$ cat config.mk
export PLATFORM = sky130hd
export DESIGN_NAME = gf2p4_divider
export DESIGN_NICKNAME = d
export VERILOG_FILES = /design/src/rtl/gf2p4_pkg.sv /design/src/rtl/gf2p4_mult.sv /design/src/rtl/gf2p4_divider.sv
export SDC_FILE = /design/constraint.sdc
export NUM_CORES = 1
export LEC_CHECK = 0
export ABC_AREA = 1
export CAP_MARGIN = 20
export CORE_ASPECT_RATIO = 0.5
export CORE_MARGIN = 1
export CORE_UTILIZATION = 30
export DETAILED_ROUTE_END_ITERATION = 6
export SLEW_MARGIN = 20
export SYNTH_ARGS = -nofsm -noshare
export SYNTH_HDL_FRONTEND = slang
export SYNTH_HIERARCHICAL = 1
export SYNTH_SLANG_ARGS = --single-unit
$ cat constraint.sdc
create_clock -name clk -period 2.7 [get_ports clk]
set_clock_uncertainty 0.15 [all_clocks]
set_input_delay 0.81 -clock clk [delete_from_list [all_inputs] [get_ports clk]]
set_output_delay 0.81 -clock clk [all_outputs]
set_load 0.005 [all_outputs]
$ cat src/rtl/gf2p4_pkg.sv
// Shared constants and types for the GF(2^4) divider over x^4+x+1.
// Step count is the exponent of B in A*B^14 = A/B.
package gf2p4_pkg;

    localparam logic [4:0] GF2P4_POLY = 5'b10011;
    localparam int GF2P4_DIV_STEPS = 14;
    localparam logic [3:0] GF2P4_LAST_STEP = 4'(GF2P4_DIV_STEPS - 1);

    typedef logic [3:0] nibble_t;

    typedef enum logic [1:0] {
        IDLE,
        RUN,
        DONE
    } state_t;

endpackage

$ cat src/rtl/gf2p4_mult.sv
// Combinational GF(2^4) multiplier: carry-less product reduced
// modulo GF2P4_POLY.
module gf2p4_mult
    import gf2p4_pkg::*;
(
    input  nibble_t a,
    input  nibble_t b,
    output nibble_t p
);

    logic [6:0] prod;

    always_comb begin
        prod = '0;
        for (int i = 0; i < 4; i++) begin
            if (b[i]) prod = prod ^ ({3'b000, a} << i);
        end
        // Fold bits 6..4 back in, highest first.
        for (int i = 6; i >= 4; i--) begin
            if (prod[i]) prod = prod ^ ({2'b00, GF2P4_POLY} << (i - 4));
        end
        p = prod[3:0];
    end

endmodule

$ cat src/rtl/gf2p4_divider.sv
// Sequential GF(2^4) divider: O = A * B^14 with one multiply per cycle.
// Define GF2P4_DIV_ERR_EN to expose the div_zero flag.
module gf2p4_divider
    import gf2p4_pkg::*;
(
    input  logic    clk,
    input  logic    rst_n,
    input  logic    in_valid,
    output logic    in_ready,
    input  nibble_t A,
    input  nibble_t B,
    output logic    out_valid,
    input  logic    out_ready,
    output nibble_t O
`ifdef GF2P4_DIV_ERR_EN
    ,
    output logic    div_zero
`endif
);

    state_t  state;
    nibble_t acc;
    nibble_t b_q;
    nibble_t prod;
    logic [3:0] cnt;

`ifndef GF2P4_DIV_ERR_EN
    logic div_zero;
`endif

    gf2p4_mult u_mult (
        .a(acc),
        .b(b_q),
        .p(prod)
    );

    always_ff @(posedge clk or negedge rst_n) begin
        if (!rst_n) begin
            state     <= IDLE;
            acc       <= '0;
            b_q       <= '0;
            cnt       <= '0;
            in_ready  <= 1'b0;
            out_valid <= 1'b0;
            O         <= '0;
            div_zero  <= 1'b0;
        end else begin
            unique case (state)
                IDLE: begin
                    in_ready <= 1'b1;
                    if (in_valid && in_ready) begin
                        in_ready <= 1'b0;
                        b_q      <= B;
                        acc      <= A;
                        cnt      <= '0;
                        // B = 0 has no inverse: skip RUN and report zero.
                        if (B == '0) begin
                            state     <= DONE;
                            out_valid <= 1'b1;
                            O         <= '0;
                            div_zero  <= 1'b1;
                        end else begin
                            state <= RUN;
                        end
                    end
                end
                RUN: begin
                    acc <= prod;
                    cnt <= cnt + 4'd1;
                    if (cnt == GF2P4_LAST_STEP) begin
                        state     <= DONE;
                        out_valid <= 1'b1;
                        O         <= prod;
                    end
                end
                DONE: begin
                    if (out_ready) begin
                        state     <= IDLE;
                        out_valid <= 1'b0;
                        div_zero  <= 1'b0;
                        in_ready  <= 1'b1;
                    end
                end
                default: begin
                    state <= IDLE;
                end
            endcase
        end
    end

`ifndef GF2P4_DIV_ERR_EN
    logic unused_dz;
    assign unused_dz = div_zero;
`endif

endmodule
==> flow_summary.ini <==
[status]
status = completed

[min_path]
min_to = O[2]
hp-start = O[2]
hold_depth = 2
min_path_type = register to register

[die]
fp.dieW_um = 94.8
die_y_um = 48.4
die_area_um2 = 4590
core_area_um2 = 4000
ios = 18
rows = 16
initial_core_util_pct = 32.3

[setup_path]
worstPathMaxFanout = 4
worstPathRequired_ps = 1740
setup.worst_path.start_class = register
endpoint_kind = output pin
path_buf_inv = 1
arrival_ps = 1210
r2r_start = acc[2]
critPathKind = register to output pin
rr_worst_depth = 12
cpMaxStageDelayCell = clkdlybuf4s50_1
path_cells = clkdlybuf4s50_1
path_delay_family = buffers and inverters
crit_start = in_ready
r2r_end = O[1]
r2r_slack_ps = 1030
slowest_delay_ps = 520

[route]
num_vias = 1194
ant_nets = 0
firstDrtPassIters = 5
totalWireLength_um = 2800
drt-initial-drc-count = 135
wl_per_cell_um = 10.9
drcViolationCount = 0
viasPerCell = 4.66

[clocking]
cts_buffers = 3
cts_resized = 0
cts.sinks = 20
cts_root_buffer = clkbuf_8
holdBufCountCts = 0
clockBufferDepth = 2
cts_tree = yes
h-tree-depth = 1
clkTransAtPathRegs_ps = 80
clock_latency_ps = 260
cts_setup_buffers = 0

[placement]
port_buffers = 17
dp_hpwl_um = 2160
finalWeightedCongestion = 0.837

[grt]
grt_max_degree = 21
grt_pass1_wl_um = 5010
grt_overflow = 0
grt_usage_pct = 13.8
antenna_found_initial = 0
grt_pass1_vias = 1071

[cells_and_area]
fill_cells = 416
fin_nets = 217
syn_to_final_growth_pct = 22.7
n_antenna_cell = 0
drive_above_1_share_pct = 8.91

[synthesis]
synth.distinct_cells = 19
ys_ff_latch = 20
syn-cell-area_um2 = 1290
postSynthAreaPerCell_um2 = 7.10
yosysTopAreaCell = dfrtp_1
synthCells = 182
synth-seq-area-share_pct = 38.7
yosysWarnings = 6
syn_nets = 196
synth.top_cell.area_share_pct = 38.7
ys_top_cells_by_area = dfrtp_1, nand2_1, nand3_1

[sta]
fin_crit_sh_pct = 80.4
max_slew_margin_pct = 78.7
rsz0062_at_grt = false
max_freq_mhz = 461
tightestPinTransition_ps = 319
hold_viol = 0
finalCriticalPeriod_ps = 2170
drv_slew = 0
setup_tns_ps = 0
whs_ps = 329
finalSetupViolCount = 0

[power]
leakagePower_nw = 0.801
vdd_ir_drop_max_uv = 457
pwr_density_cell_nw_per_um2 = 1160

[job]
maxCapViolations = 0
routing by layer:
| layer | wire, um | track usage (%) |
|---|---|---|
| met3 | 103 | 3.30 |
| met2 | 1310 | 21.1 |
| met5 | 0 | 0 |
| met4 | 0 | 2.27 |
| met1 | 1390 | 20.1 |
registers in the layout, indices dropped and copies added, names as in the netlist:
| register | cells |
|---|---|
| acc | 4 |
| state | 2 |
| out_valid | 1 |
| cnt | 4 |
| O | 4 |
| b_q | 4 |
| in_ready | 1 |
worst max-delay path by stage:
stage / cells after the start / slack [ps] / endpoint
global placement: 7 / 470 / O[1]
detailed placement: 7 / 470 / O[0]
global route: 1 / 490 / in_ready
finish: 1 / 530 / in_ready
CTS: 1 / 530 / in_ready
floorplan: 6 / 1090 / O[0]
layout make-up:
| type | instances | area (um2) | area share [%] |
|---|---|---|---|
| tap | 54 | 67.6 | 4.26 |
| clock buffer | 3 | 41.3 | 2.60 |
| timing repair buffer | 18 | 178 | 11.2 |
| sequential | 20 | 500 | 31.5 |
| inverter | 16 | 60.1 | 3.79 |
| clock inverter | 1 | 30.0 | 1.89 |
| multi-input combinational | 144 | 709 | 44.7 |
Yosys cell counts, drive strengths merged:
| master | count |
|---|---|
| inv | 16 |
| o21ai | 4 |
| nand3b | 3 |
| ha | 2 |
| nand4 | 5 |
| dfrtp | 20 |
| nand2 | 83 |
| nor2 | 15 |
| xor2 | 5 |
| buf | 2 |
| xnor2 | 4 |
| o22ai | 1 |
| nand3 | 17 |
| a21oi | 5 |
power breakdown:
group / total (mW) / leakage (nW) / switching, mW / internal [mW]
registers: 0.588 / 0.253 / 0.158 / 0.430
clock network: 0.305 / 0.0357 / 0.107 / 0.198
logic: 0.956 / 0.513 / 0.575 / 0.380
total: 1.85 / 0.801 / 0.840 / 1.01
placed cells by master (no fill, tap or decap), drive strengths merged, types with 4 or more instances in the layout:
| cell type | synthesis | routed |
|---|---|---|
| clkdlybuf4s50 | 0 | 17 |
| nand4 | 5 | 5 |
| o21ai | 4 | 4 |
| nand3 | 17 | 17 |
| xnor2 | 4 | 4 |
| xor2 | 5 | 5 |
| dfrtp | 20 | 20 |
| inv | 16 | 16 |
| nor2 | 15 | 15 |
| nand2 | 83 | 83 |
| a21oi | 5 | 5 |
stage by stage:
step	setup WS, ps	cell area, um2	std cells	util [%]	total power, mW
after floorplan	1090	1290	182	-	1.29
after global routing	486	1590	256	39.6	2.05
final	530	1590	256	39.6	1.85
after detailed placement	468	1520	252	37.8	1.55
after CTS	534	1590	256	39.6	1.86
after global placement	467	1520	252	37.8	1.54
cells by family (layout without fill, tap and decap cells):
family | count (synthesis) | after routing | synth area share (%)
compound gates | 10 | 10 | 3.97
buf+inv | 18 | 38 | 6.39
fa+ha+maj | 2 | 2 | 1.94
flops | 20 | 20 | 38.7
simple gates | 123 | 123 | 41.7
xor+xnor | 9 | 9 | 7.26
Note: power is estimated with default switching activity, not from simulation.
==> edit: new RTL, same flow settings <==
The 3 states of `state_t` get a one-hot encoding in 3 bits.
--- a/src/rtl/gf2p4_pkg.sv
+++ b/src/rtl/gf2p4_pkg.sv
@@ -8,10 +8,10 @@
 
     typedef logic [3:0] nibble_t;
 
-    typedef enum logic [1:0] {
-        IDLE,
-        RUN,
-        DONE
+    typedef enum logic [2:0] {
+        IDLE = 3'b001,
+        RUN  = 3'b010,
+        DONE = 3'b100
     } state_t;
 
 endpackage
Function: no difference found for any inputs over 10 cycles, from zero or initial values and one cycle with rst_n low; not proved beyond that.
==> edit against the original RTL <==
Synthesized area increased by 7.9%. Hold slack better by 0.0053 ns. Synthesized cell count increased by 3.3%. Sequential cell count is 1 higher. Wire length rose by 1.4%. Global-route usage fell by 1.4 points. Cell area increased by 5.8%. Critical path depth unchanged. Count of clock-buffer cells in the layout unchanged. Power grew 3.8%. Worst setup slack better by 0.058 ns. Critical path type unchanged. Critical endpoint unchanged. Highest routed layer is now met4.
==> edit: results (changes against the original RTL) <==
{| class="wikitable"
! Metric !! Value
|-
| Final Wtd Congestion || 0.741 (-11%)
|-
| Number of antenna violations at the first check in global routing || 0 (unchanged)
|-
| Sum of met3 wire segment lengths after detailed routing || 59 µm (-43%)
|-
| Wire length of the first global-routing pass || 4.82 mm (-3.7%)
|-
| DRC violation total after the first TritonRoute iteration || 42 (-69%)
|-
| Nets || 224 (+3.2%)
|-
| Overall track demand over capacity in global routing || 0.124 (-0.0140)
|-
| Routed length on met2 || 1.28 mm (-1.8%)
|-
| Routed length on met1 || 1.48 mm (+6.9%)
|-
| Warning count from the yosys run || 6 (unchanged)
|-
| Maximum number of pins on one net before global-route repair || 14 (-33%)
|-
| Ant. Diodes || 0 (unchanged)
|-
| Detailed placer's ending HPWL || 2.26 mm (+4.5%)
|-
| Highest routing layer actually used || met4
|-
| Cell leakage power || 0.837 nW (+4.5%)
|-
| Number of nets in the synthesized netlist || 202 (+3.1%)
|-
| Ys async rst share || 1.00 (unchanged)
|-
| Total of fill cells in the finished design || 478 (+15%)
|-
| Hold path startpoint || out_valid$_DFFE_PN0P_
|-
| Vias in the first global route || 1093 (+2.1%)
|-
| Via count || 1195 (+0.084%)
|-
| Endpoint arrival time on the critical path || 1.15 ns (-0.06 ns)
|-
| Number of buffers inserted during clock tree synthesis || 3 (unchanged)
|-
| IR Drop Worst-Case VDD || 0.000303 V (-34%)
|-
| Top cells by area, synth || sky130_fd_sc_hd__dfrtp_1 (36%), sky130_fd_sc_hd__nand2_1 (23%), sky130_fd_sc_hd__nand3_1 (5.0%)
|-
| Clock root buffer master || sky130_fd_sc_hd__clkbuf_8
|-
| Share of final-layout standard cells stronger than drive strength 1 || 0.139 (+0.0496)
|-
| Worst R2R Start || b_q[1]$_DFFE_PN0P_
|-
| Total length of routed wires || 2.84 mm (+1.4%)
|-
| Unique masters post-synth || 26 (+7)
|-
| DRT Pass-1 Iters || 4 (-1)
|-
| Top cell types by occurrence after synthesis || sky130_fd_sc_hd__nand2_1 (86), sky130_fd_sc_hd__dfrtp_1 (20), sky130_fd_sc_hd__nand3_1 (14)
|-
| Top delay family on crit path || buffers and inverters
|-
| Outcome || complete, no violations
|-
| Worst rel slew slack || 0.733 (-0.0538)
|-
| Largest fanout on the critical path || 3 (-1)
|-
| Share of the yosys chip area belonging to registers || 0.378 (-0.00964)
|}
edit: final cells by class:
type / count / share of cell area
clock inverter: 1 / 0.00298
multi-input combinational: 151 / 0.474
tap: 57 / 0.0425
timing repair buffer: 18 / 0.106
sequential: 21 / 0.314
inverter: 15 / 0.0365
clock buffer: 3 / 0.0246
edit: path summary, 6_finish.rpt:
kind,cells after the start,to,slack [ns]
setup / recovery,1,in_ready,0.59
hold / removal,2,out_valid$_DFFE_PN0P_,0.33
setup reg to reg,10,O[0]$_DFFE_PN0P_,1.07
hold reg to reg,2,out_valid$_DFFE_PN0P_,0.33
max in group asynchronous,2,cnt[1]$_DFFE_PN0P_,1.19
min in group asynchronous,1,O[2]$_DFFE_PN0P_,0.68
edit: logic make-up after synthesis:
group	synth area share
fa+ha+maj	0.0179
compound gates	0.0386
xor+xnor	0.0798
buf+inv	0.0520
simple gates	0.434
flops	0.378
edit: through the flow:
stage	std cells	utilization	setup slack, ns	hold slack (ns)	instance area (µm²)
after floorplan	188	-	1.04	0.314	1400
after detailed placement	262	0.369	0.475	0.320	1630
after CTS	266	0.380	0.565	0.341	1680
after global routing	266	0.380	0.527	0.354	1680
after global placement	262	0.369	0.473	0.319	1630
final	266	0.380	0.588	0.334	1680
edit: where the power goes:
group | internal (mW) | total [mW] | switching, mW
clock | 0.103 | 0.209 | 0.106
combinational | 0.435 | 1.07 | 0.630
sequential | 0.466 | 0.644 | 0.178
total | 1.00 | 1.92 | 0.915
edit: routing by layer:
layer,up-vias,GRT usage
met3,2,0.0292
met2,14,0.210
met1,548,0.165
li1,631,-
met5,-,0
met4,0,0.0224
